`src/rtl/clas_word_seq.sv`:
```
// clas_word_seq: wide add/subtract sequencer that feeds an external 8-bit
// carry-lookahead add/sub stage one slice per cycle, least significant first,
// and chains the carry between slices through a register.
// Optional build macro CLAS_WORD_SEQ_OVF_EN adds a registered signed-overflow
// output (ovf) that is valid alongside out_valid.
//
// state | meaning
// IDLE  | ready for a request; operands captured on in_valid
// RUN   | one slice per cycle through the external datapath
// DONE  | result presented until out_ready
module clas_word_seq #(
    parameter int WORDS = 4
) (
    input  logic                 clk,
    input  logic                 rst,
    input  logic                 in_valid,
    output logic                 in_ready,
    input  logic                 in_sel,
    input  logic [8*WORDS-1:0]   in_a,
    input  logic [8*WORDS-1:0]   in_b,
    output logic [7:0]           slice_a,
    output logic [7:0]           slice_b,
    output logic                 slice_sel,
    output logic                 slice_c_in,
    input  logic [7:0]           slice_result,
    input  logic                 slice_c_out,
    output logic                 out_valid,
    input  logic                 out_ready,
    output logic [8*WORDS-1:0]   result,
    output logic                 c_out,
    output logic                 zero
`ifdef CLAS_WORD_SEQ_OVF_EN
    ,
    output logic                 ovf
`endif
);

    localparam int IDXW = $clog2(WORDS);
    localparam logic [IDXW-1:0] IDX_LAST = IDXW'(WORDS - 1);

    localparam logic [1:0] S_IDLE = 2'd0;
    localparam logic [1:0] S_RUN  = 2'd1;
    localparam logic [1:0] S_DONE = 2'd2;

    logic [1:0]            state_q, state_d;
    logic [WORDS-1:0][7:0] a_q, a_d;
    logic [WORDS-1:0][7:0] b_q, b_d;
    logic [WORDS-1:0][7:0] res_q, res_d;
    logic                  sel_q, sel_d;
    logic                  carry_q, carry_d;
    logic                  c_out_q, c_out_d;
    logic                  zero_q, zero_d;
    logic [IDXW-1:0]       idx_q, idx_d;
`ifdef CLAS_WORD_SEQ_OVF_EN
    logic                  ovf_q, ovf_d;
`endif

    // Next-state: capture in IDLE, fold one datapath slice per RUN cycle,
    // latch the final flags on the last slice.
    always_comb begin
        state_d = state_q;
        a_d     = a_q;
        b_d     = b_q;
        res_d   = res_q;
        sel_d   = sel_q;
        carry_d = carry_q;
        c_out_d = c_out_q;
        zero_d  = zero_q;
        idx_d   = idx_q;
`ifdef CLAS_WORD_SEQ_OVF_EN
        ovf_d   = ovf_q;
`endif
        case (state_q)
            S_IDLE: begin
                if (in_valid) begin
                    a_d     = in_a;
                    b_d     = in_b;
                    sel_d   = in_sel;
                    // Subtract is a + ~b + 1: the +1 enters as the first carry.
                    carry_d = in_sel;
                    idx_d   = '0;
                    state_d = S_RUN;
                end
            end
            S_RUN: begin
                res_d[idx_q] = slice_result;
                carry_d      = slice_c_out;
                idx_d        = idx_q + IDXW'(1);
                if (idx_q == IDX_LAST) begin
                    // idx parked at 0 so it never leaves the slice range
                    // when WORDS is not a power of two.
                    idx_d   = '0;
                    c_out_d = slice_c_out;
                    zero_d  = (res_d == '0);
`ifdef CLAS_WORD_SEQ_OVF_EN
                    ovf_d   = (a_q[WORDS-1][7] == (b_q[WORDS-1][7] ^ sel_q)) &&
                              (res_d[WORDS-1][7] != a_q[WORDS-1][7]);
`endif
                    state_d = S_DONE;
                end
            end
            S_DONE: begin
                if (out_ready) begin
                    state_d = S_IDLE;
                end
            end
            default: begin
                state_d = S_IDLE;
            end
        endcase
    end

    // State and datapath registers with synchronous reset.
    always_ff @(posedge clk) begin
        if (rst) begin
            state_q <= S_IDLE;
            a_q     <= '0;
            b_q     <= '0;
            res_q   <= '0;
            sel_q   <= 1'b0;
            carry_q <= 1'b0;
            c_out_q <= 1'b0;
            zero_q  <= 1'b0;
            idx_q   <= '0;
`ifdef CLAS_WORD_SEQ_OVF_EN
            ovf_q   <= 1'b0;
`endif
        end else begin
            state_q <= state_d;
            a_q     <= a_d;
            b_q     <= b_d;
            res_q   <= res_d;
            sel_q   <= sel_d;
            carry_q <= carry_d;
            c_out_q <= c_out_d;
            zero_q  <= zero_d;
            idx_q   <= idx_d;
`ifdef CLAS_WORD_SEQ_OVF_EN
            ovf_q   <= ovf_d;
`endif
        end
    end

    // Datapath drive: current slice only while running, quiet otherwise.
    always_comb begin
        slice_a    = 8'd0;
        slice_b    = 8'd0;
        slice_sel  = 1'b0;
        slice_c_in = 1'b0;
        if (state_q == S_RUN) begin
            slice_a    = a_q[idx_q];
            slice_b    = b_q[idx_q];
            slice_sel  = sel_q;
            slice_c_in = carry_q;
        end
    end

    assign in_ready  = (state_q == S_IDLE);
    assign out_valid = (state_q == S_DONE);
    assign result    = res_q;
    assign c_out     = c_out_q;
    assign zero      = zero_q;
`ifdef CLAS_WORD_SEQ_OVF_EN
    assign ovf       = ovf_q;
`endif

endmodule

```
`config.mk`:
```
export PLATFORM = sky130hd
export DESIGN_NAME = clas_word_seq
export DESIGN_NICKNAME = d
export VERILOG_FILES = /design/src/rtl/clas_word_seq.sv
export SDC_FILE = /design/constraint.sdc
export NUM_CORES = 1
export LEC_CHECK = 0
export CAP_MARGIN = 25
export CORE_MARGIN = 5
export CORE_UTILIZATION = 44
export DETAILED_ROUTE_END_ITERATION = 10
export PLACE_DENSITY_LB_ADDON = 0.1
export SKIP_CTS_REPAIR_TIMING = 1
export SLEW_MARGIN = 25
export SYNTH_ARGS = -nofsm -noshare
export SYNTH_HDL_FRONTEND = slang
export SYNTH_SLANG_ARGS = --single-unit
```
`constraint.sdc`:
```
create_clock -name clk -period 4 [get_ports clk]
set_input_delay 0.4 -clock clk [delete_from_list [all_inputs] [get_ports clk]]
set_output_delay 0.4 -clock clk [all_outputs]
set_load 0.02 [all_outputs]
```
Word-level counts from Yosys, hierarchy flattened --
Cells that the tools add are included.
Word-level totals: register bits 104, bits in latches 0, memory bits (writable) 0, ROM bits 0, input bits 78, output and inout port bits 54, memories 0
Cells by class: add/sub/neg operators 1, multipliers 0, div/mod/pow operators 0, magnitude comparators 2, equality and inequality tests 6, shift operators 0, multiplexer cells 20, bitwise gates (word level) 0, reductions and logical operators 8
Operator list (count):
- 8-bit 2-to-1 mux | 5
- 8-bit binary-select mux with 2-bit select | 2
- 32-bit bitwise mux | 1
- 32-bit zero test | 1
- 8-bit demux with 2-bit select | 1
- 2-bit 2-to-1 mux | 5
- 2-bit one-hot mux with 3 select lines | 1
- 2-bit AND reduction | 3
- 2-bit equality test, second input constant | 2
- 2-bit inequality test, second input constant | 2
- 2-bit one-hot mux with 2 select lines | 1
- 2-bit by 3-bit < comparator with 1-bit output, second input constant | 1
- 1-bit 2-to-1 mux | 3
- 3-bit AND reduction | 1
- 2-bit by 1-bit adder with 2-bit output, second input constant | 1
- 2-bit by 1-bit equality test with 1-bit output, second input constant | 1
- 2-bit by 1-bit >= comparator with 1-bit output, second input constant | 1
- 2-bit zero test | 1
- 2-bit by 1-bit inequality test with 1-bit output, second input constant | 1
- 1-bit one-hot mux with 2 select lines | 1
- 2-bit nonzero test | 1
- 1-bit logical AND | 1

Depth between registers and ports, before layout --
Gate-level depths: netlist of the first run.
word-level depth 6, mapped depth 10, mapped depth without buffers 7

Worst setup path after synthesis of the first run --
Ideal clock, no wire load.
path type register to register, from reg idx_q[0], to reg zero_q (netlist: zero), library setup time 59 ps, arrival time 1992 ps, setup slack 1948 ps, cell stages (with the launch flop) 11, buffers on the path 3, period minus slack after synthesis 2052 ps, cells stage by stage dfxtp_1 -> buf_2 -> buf_2 -> inv_1 -> ha_1 -> clkbuf_1 -> a211oi_1 -> a21oi_1 -> nor4_2 -> nand4_1 -> nand2_1
Between the ends: word-level cells in the longest chain between the ends 6, elaborated cells on any way between the ends 9, those cells by class order compare (2); eq/ne (1); mux (3); reduce/logical (3)
RTL lines:
- from (decl) | RTL line 53 | logic [IDXW-1:0] idx_q, idx_d;
- from (signal assigned) | RTL line 137 | idx_q <= idx_d;
- 2-bit by 3-bit < comparator with 1-bit output (implied by the code) or 2-bit by 1-bit >= comparator with 1-bit output (tied branches) | RTL line 86 | res_d[idx_q] = slice_result;
- 1-bit logical AND (implied by the code) | RTL line 86
- 8-bit 2-to-1 mux (implied by the code) | RTL line 86
- 8-bit demux with 2-bit select | RTL line 86
- 32-bit bitwise mux | RTL line 86
- 32-bit zero test | RTL line 94 | zero_d = (res_d == '0);
- to (signal assigned) | RTL line 136 | zero_q <= zero_d;
- to (decl) | RTL line 52 | logic zero_q, zero_d;
Parallel ways exist; a longest one is shown, timed or not. A chain may end at the register's enable or synchronous reset.

Worst setup path after layout of the first run --
from reg idx_q[0], to out slice_b[5]
Between the ends: word-level cells in the longest chain between the ends 3
RTL lines:
- 8-bit binary-select mux with 2-bit select | RTL line 152 | slice_b = b_q[idx_q];
- 8-bit 2-to-1 mux (implied by the code) | RTL line 152
- 8-bit 2-to-1 mux | RTL line 150 | if (state_q == S_RUN) begin
- to (decl) | RTL line 22 | output logic [7:0] slice_b,
No other way between the ends. The select of a mux whose other input is x is not followed.

==> results of run 1 <==
[layout by cell type (no fill, tap or decap), types with 4 or more instances in the layout]
master,netlist,final
nand2_1,140,139
a21oi_1,79,79
buf_4,1,4
dfxtp_1,104,104
and2_1,19,18
clkbuf_8,1,10
mux2i_1,29,29
clkdlybuf4s50_1,0,130
nor3_1,5,5
ha_1,5,5
mux4_2,16,16
nor4_1,7,7
nor2_1,48,48
[registers in the layout (all words and copies together) (netlist names)]
signal   count
sel_q        1
a_q         32
b_q         32
state_q      2
c_out        1
carry_q      1
zero         1
idx_q        2
result      32
[tightest hold or removal path, stage by stage, from the launching register on]
cell and delay [ns]:
dfxtp_1 0.32, nand2_1 0.05, a21oi_1 0.05
[how the worst min path moves through the flow]
stage / depth (start not counted) / to / slack, ns / start
floorplan: 2 / b_q[11] / 0.43 / b_q[11]
global placement: 2 / b_q[9] / 0.44 / b_q[9]
detailed placement: 2 / a_q[19] / 0.45 / a_q[19]
CTS: 2 / b_q[31] / 0.46 / b_q[31]
global route: 2 / b_q[27] / 0.47 / b_q[27]
finish: 2 / a_q[19] / 0.46 / a_q[19]
[area by class of cell]
type,count,share of cell area (%)
Timing Repair Buffer,135,22.6
Clock buffer,11,2.38
Sequential cell,104,35.0
Inverter,3,0.189
Tap cell,133,2.80
Clock inverter,4,0.904
Multi-Input combinational cell,368,36.2
[metal layers]
metal	track usage, %	up-vias	wire length, um
met2	32.2	115	5620
met5	0	-	0
met1	25.6	1824	5160
met4	6.24	0	193
met3	4.72	16	811
li1	-	1926	-
[through the flow]
step                      cell area, um^2  hold slack (ns)
after floorplan                      4410            0.430
after CTS                            5950            0.460
final                                5950            0.458
after global routing                 5950            0.475
after detailed placement             5750            0.446
after global placement               5750            0.439
[cells by family after synthesis]
family	Yosys count	share of synthesized area, %
AOI/OAI and AO/OA	85	9.95
buffers and inverters	39	4.14
and+or+nand+nor	232	22.3
muxes	46	15.0
DFF	104	47.2
adders and majority gates	5	1.42
[power by group through the flow]
| stage | sequential, W | combinational, W | clock, W |
|---|---|---|---|
| floorplan | 0.00114 | 0.000185 | 0 |
| global placement | 0.00114 | 0.000328 | 0 |
| detailed placement | 0.00114 | 0.000333 | 0 |
| CTS | 0.00112 | 0.000334 | 0.000678 |
| global route | 0.00113 | 0.000364 | 0.000716 |
| finish | 0.00112 | 0.000332 | 0.000660 |
==> impl_metrics.tcl, run 1 <==
set metrics [dict create \
    r2r_slack_ns 1.39 \
    syn_area_per_cell_um2 8.63 \
    intPower_w 0.00156 \
    required_ns 3.60 \
    ys_ff_latch 104 \
    worst-setup-path-type "reg -> out" \
    clock_skew_ns 0.0106 \
    io_buffers 131 \
    cp_num_buf_inv 2 \
    yosysSeqAreaShare_pct 47.2 \
    design.die.area_um2 12100 \
    yosys_warnings 0 \
    cap_violations 0 \
    drt-total-wl_mm 11.8 \
    slew_headroom_pct 45.1 \
    power_leakage_nw 2.37 \
    period_needed_ns 2.96 \
    dp_cells 743 \
    r2r_cells 7 \
    yosysTopAreaCellShare_pct 47.2 \
    vias 3881 \
    ios 132 \
    synth_area_leaders "dfxtp_1 47%, nand2_1 12%, a21oi_1 9.0%" \
    antenna_found_initial 0 \
    clock_latency_ns 0.36 \
    start_util_pct 45.1 \
    finalHoldViolations 0 \
    finalCritPeriodShare_pct 74.1 \
    synthTopCellsByCount "140 x nand2_1, 104 x dfxtp_1, 79 x a21oi_1, 48 x nor2_1, 29 x mux2i_1" \
    power.density_nw_per_um2 355 \
    vias_per_cell 5.12 \
    fillers 907 \
    drtAntennaViolNets 0 \
    seq_area_um2 2080 \
    cp_cell_sequence "buf_4 -> mux4_2 -> and2_1 -> clkdlybuf4s50_1" \
    power.share.sequential_pct 53.0 \
    setup_tns_ns 0 \
    post_drt_wl_per_cell_um 15.6 \
    timing.rr.start "idx_q[0]" \
    firstDrtPassIters 4 \
    switchingPower_w 0.000552 \
    synth_top_area_cell "dfxtp_1" \
    h-tree-depth 3 \
    crit_end "slice_b[5]" \
    layout-drive-gt1-share_pct 6.40 \
    fin_util_pct 60.9 \
    multiInputGateArea_um2 2150 \
    crit_fanout 12 \
    fin_nets 704 \
    drtIter0Drc 149 \
    timing.fmax_ghz 0.337 \
    ys_types 30 \
    clkTransAtPathRegs_ns 0.10 \
    hp-class "reg -> reg" \
    area_growth_pct 34.9 \
    vdd_drop_max_uv 199 \
    synthArstFlopShare_pct 0 \
    worstSetupEndpointType "primary output" \
    worst-slew-pin-transition_ns 0.824 \
    synthCells 511 \
    fp.dieW_um 110 \
    status "finished clean" \
    critPathLaunchType "flop" \
    pwr-share-comb_pct 15.7 \
    sw_frac_of_total_pct 26.1 \
    grt_pass1_vias 3841 \
    final_cells 758 \
    cts_tree "yes" \
    cts_max_path_buffers 2 \
    numCtsBuffers 9 \
    drc 0 \
    dp_slack_ns 1.39 \
    grt_pass1_wl_mm 18.7 \
    critical_path.top_delay_family "buffers and inverters" \
    critPathArrivalTime_ns 2.56 \
    antenna_cells 0 \
    power_frac_clock_pct 31.3 \
    track_usage_pct 19.6 \
    setup_ws_ns 1.04 \
    rsz0062_at_grt "no" \
    syn_nets 594 \
    p_total_w 0.00211 \
    finalMaxSlewViolations 0 \
    rows 36 \
    gp_congestion 0.876 \
    gr-total-overflow 0 \
    synth_most_common_cell "nand2_1" \
    place_hpwl_mm 8.32 \
    worstReg2RegEnd "zero" \
    synthFlopType "dfxtp_1" \
    grt_max_degree 106 \
    cp_num_cells 4 \
    cts-root-buf "clkbuf_8" \
    critPathSlowestCell "dfxtp_1" \
    die_y_um 110 \
    setup_viol 0 \
    synth_edf_count 0 \
    syn_area_um2 4410 \
    fp.coreArea_um2 9770 \
    cpPeakStageDelay_ns 0.86 \
    cts_sinks 104 \
    crit_start "idx_q[0]" \
]
Note: power is estimated with default switching activity, not from simulation.
==> run 2: changes to the inputs <==
CORE_UTILIZATION = 42   (was 44)
clock period = 2.7 ns   (was 4 ns; I/O delays follow)
==> run 2 against run 1 <==
Compared with the run above:
- setup slack got worse by 0.86 ns
- die area grew 4.3%
- non-clock buffer count increased by 5
- critical path depth stayed put
- design area up 1.3%
- sequential share of layout area is 0.44 points lower
- sequential cell count unchanged
- highest routed layer unchanged
==> impl_metrics.tcl, run 2 (synthesized netlist as in run 1, its figures left out) <==
set metrics [dict create \
    status "finished clean" \
    whs_ns 0.438 \
    drt-total-wl_mm 11.5 \
    gr-total-overflow 0 \
    cpPeakStageDelay_ns 0.55 \
    die_y_um 112 \
    antenna_found_initial 0 \
    grt_max_degree 69 \
    track_usage_pct 18.1 \
    firstDrtPassIters 5 \
    area_growth_pct 36.6 \
    fin_util_pct 58.7 \
    p_total_w 0.00316 \
    worst-slew-pin-transition_ns 0.715 \
    rows 37 \
    cts-root-buf "clkbuf_8" \
    cts_max_path_buffers 2 \
    design.die.area_um2 12700 \
    final_common_cell "nand2_1" \
    cts_sinks 104 \
    clock_latency_ns 0.37 \
    antenna_cells 0 \
    gp_congestion 0.810 \
    timing.rr.start "idx_q[0]" \
    layout-drive-gt1-share_pct 7.29 \
    io_buffers 131 \
    critical_path.top_delay_family "buffers and inverters" \
    fp.coreArea_um2 10300 \
    rsz0062_at_grt "no" \
    finalHoldViolations 0 \
    vias_per_cell 5.06 \
    worstSetupEndpointType "primary output" \
    drc 0 \
    h-tree-depth 3 \
    clkTransAtPathRegs_ns 0.10 \
    layout_common_cells "139 x nand2_1, 130 x clkdlybuf4s50_1, 104 x dfxtp_1" \
    required_ns 2.43 \
    numCtsBuffers 9 \
    drtAntennaViolNets 0 \
    cp_num_buf_inv 2 \
    place_hpwl_mm 8.27 \
    critPathLaunchType "flop" \
    power.density_nw_per_um2 524 \
    ios 132 \
    slew_headroom_pct 52.3 \
    finalMaxSlewViolations 0 \
    timing.fmax_ghz 0.395 \
    fp.dieW_um 112 \
    vias 3882 \
    vdd_drop_max_uv 233 \
    finalCritPeriodShare_pct 93.6 \
    start_util_pct 42.9 \
    drtIter0Drc 203 \
    fin_nets 709 \
    critPathSlowestCell "clkdlybuf4s50_1" \
    clock_skew_ns 0.0170 \
    post_drt_wl_per_cell_um 15.0 \
    worst-setup-path-type "reg -> out" \
    period_needed_ns 2.53 \
    power_leakage_nw 2.41 \
    dp_slack_ns 0.477 \
    cp_cell_sequence "buf_6 -> mux4_2 -> and2_1 -> clkdlybuf4s50_1" \
    setup_viol 0 \
    setup_ws_ns 0.171 \
    grt_pass1_wl_mm 18.9 \
    crit_start "idx_q[1]" \
    hp-start "rst" \
    grt_pass1_vias 3857 \
    hp-class "in -> reg" \
    cap_violations 0 \
    crit_fanout 18 \
    cts_tree "yes" \
    setup_tns_ns 0 \
    critPathArrivalTime_ns 2.26 \
]
[run 2: changes by cell type in the layout (fill, tap and decap cells not counted), sizes merged]
cell	previous run	this run
clkinv	0	1
buf	5	10
[run 2: area by class of cell]
| class | instances | area (um^2) |
|---|---|---|
| inverter | 3 | 11.3 |
| multi-input combinational | 368 | 2150 |
| clock buffer | 11 | 141 |
| clock inverter | 5 | 65.1 |
| fill | 944 | 4250 |
| tap | 136 | 170 |
| sequential | 104 | 2080 |
| timing repair buffer | 140 | 1410 |
[run 2: path summary, 6_finish.rpt]
kind / endpoint / slack, ns / cells after the start
worst max-delay path: slice_b[5] / 0.17 / 4
worst min-delay path: result[17] / 0.44 / 2
worst max register to register: zero / 0.74 / 7
worst min register to register: a_q[13] / 0.46 / 2
[run 2: per-stage QoR]
step / cell area, um^2 / std cells
after floorplan: 4410 / 511
after global placement: 5820 / 751
after detailed placement: 5820 / 751
after CTS: 6020 / 767
after global routing: 6030 / 767
final: 6030 / 767
[run 2: worst reg2reg max path: cells and delay by family (launching register included)]
kind	cells	cell delay (ns)
AND/OR/NAND/NOR	4	0.87
adder cells (fa/ha/maj)	1	0.30
flip-flops	1	0.34
buffers and inverters	1	0.21
AO/OA/AOI/OAI	1	0.20
[run 2: layer usage]
metal  global-route usage, %  up-vias  share of wire, %
li1                        -     1937                 -
met1                    24.4     1809                47
met2                    28.6      125                45
met3                    4.91       11               7.0
met4                    5.05        0               1.1
met5                       0        -                 0
[run 2: where the power goes]
part / switching [W] / internal, W
registers: 0.0000406 / 0.00161
clock network: 0.000533 / 0.000463
logic: 0.000251 / 0.000260
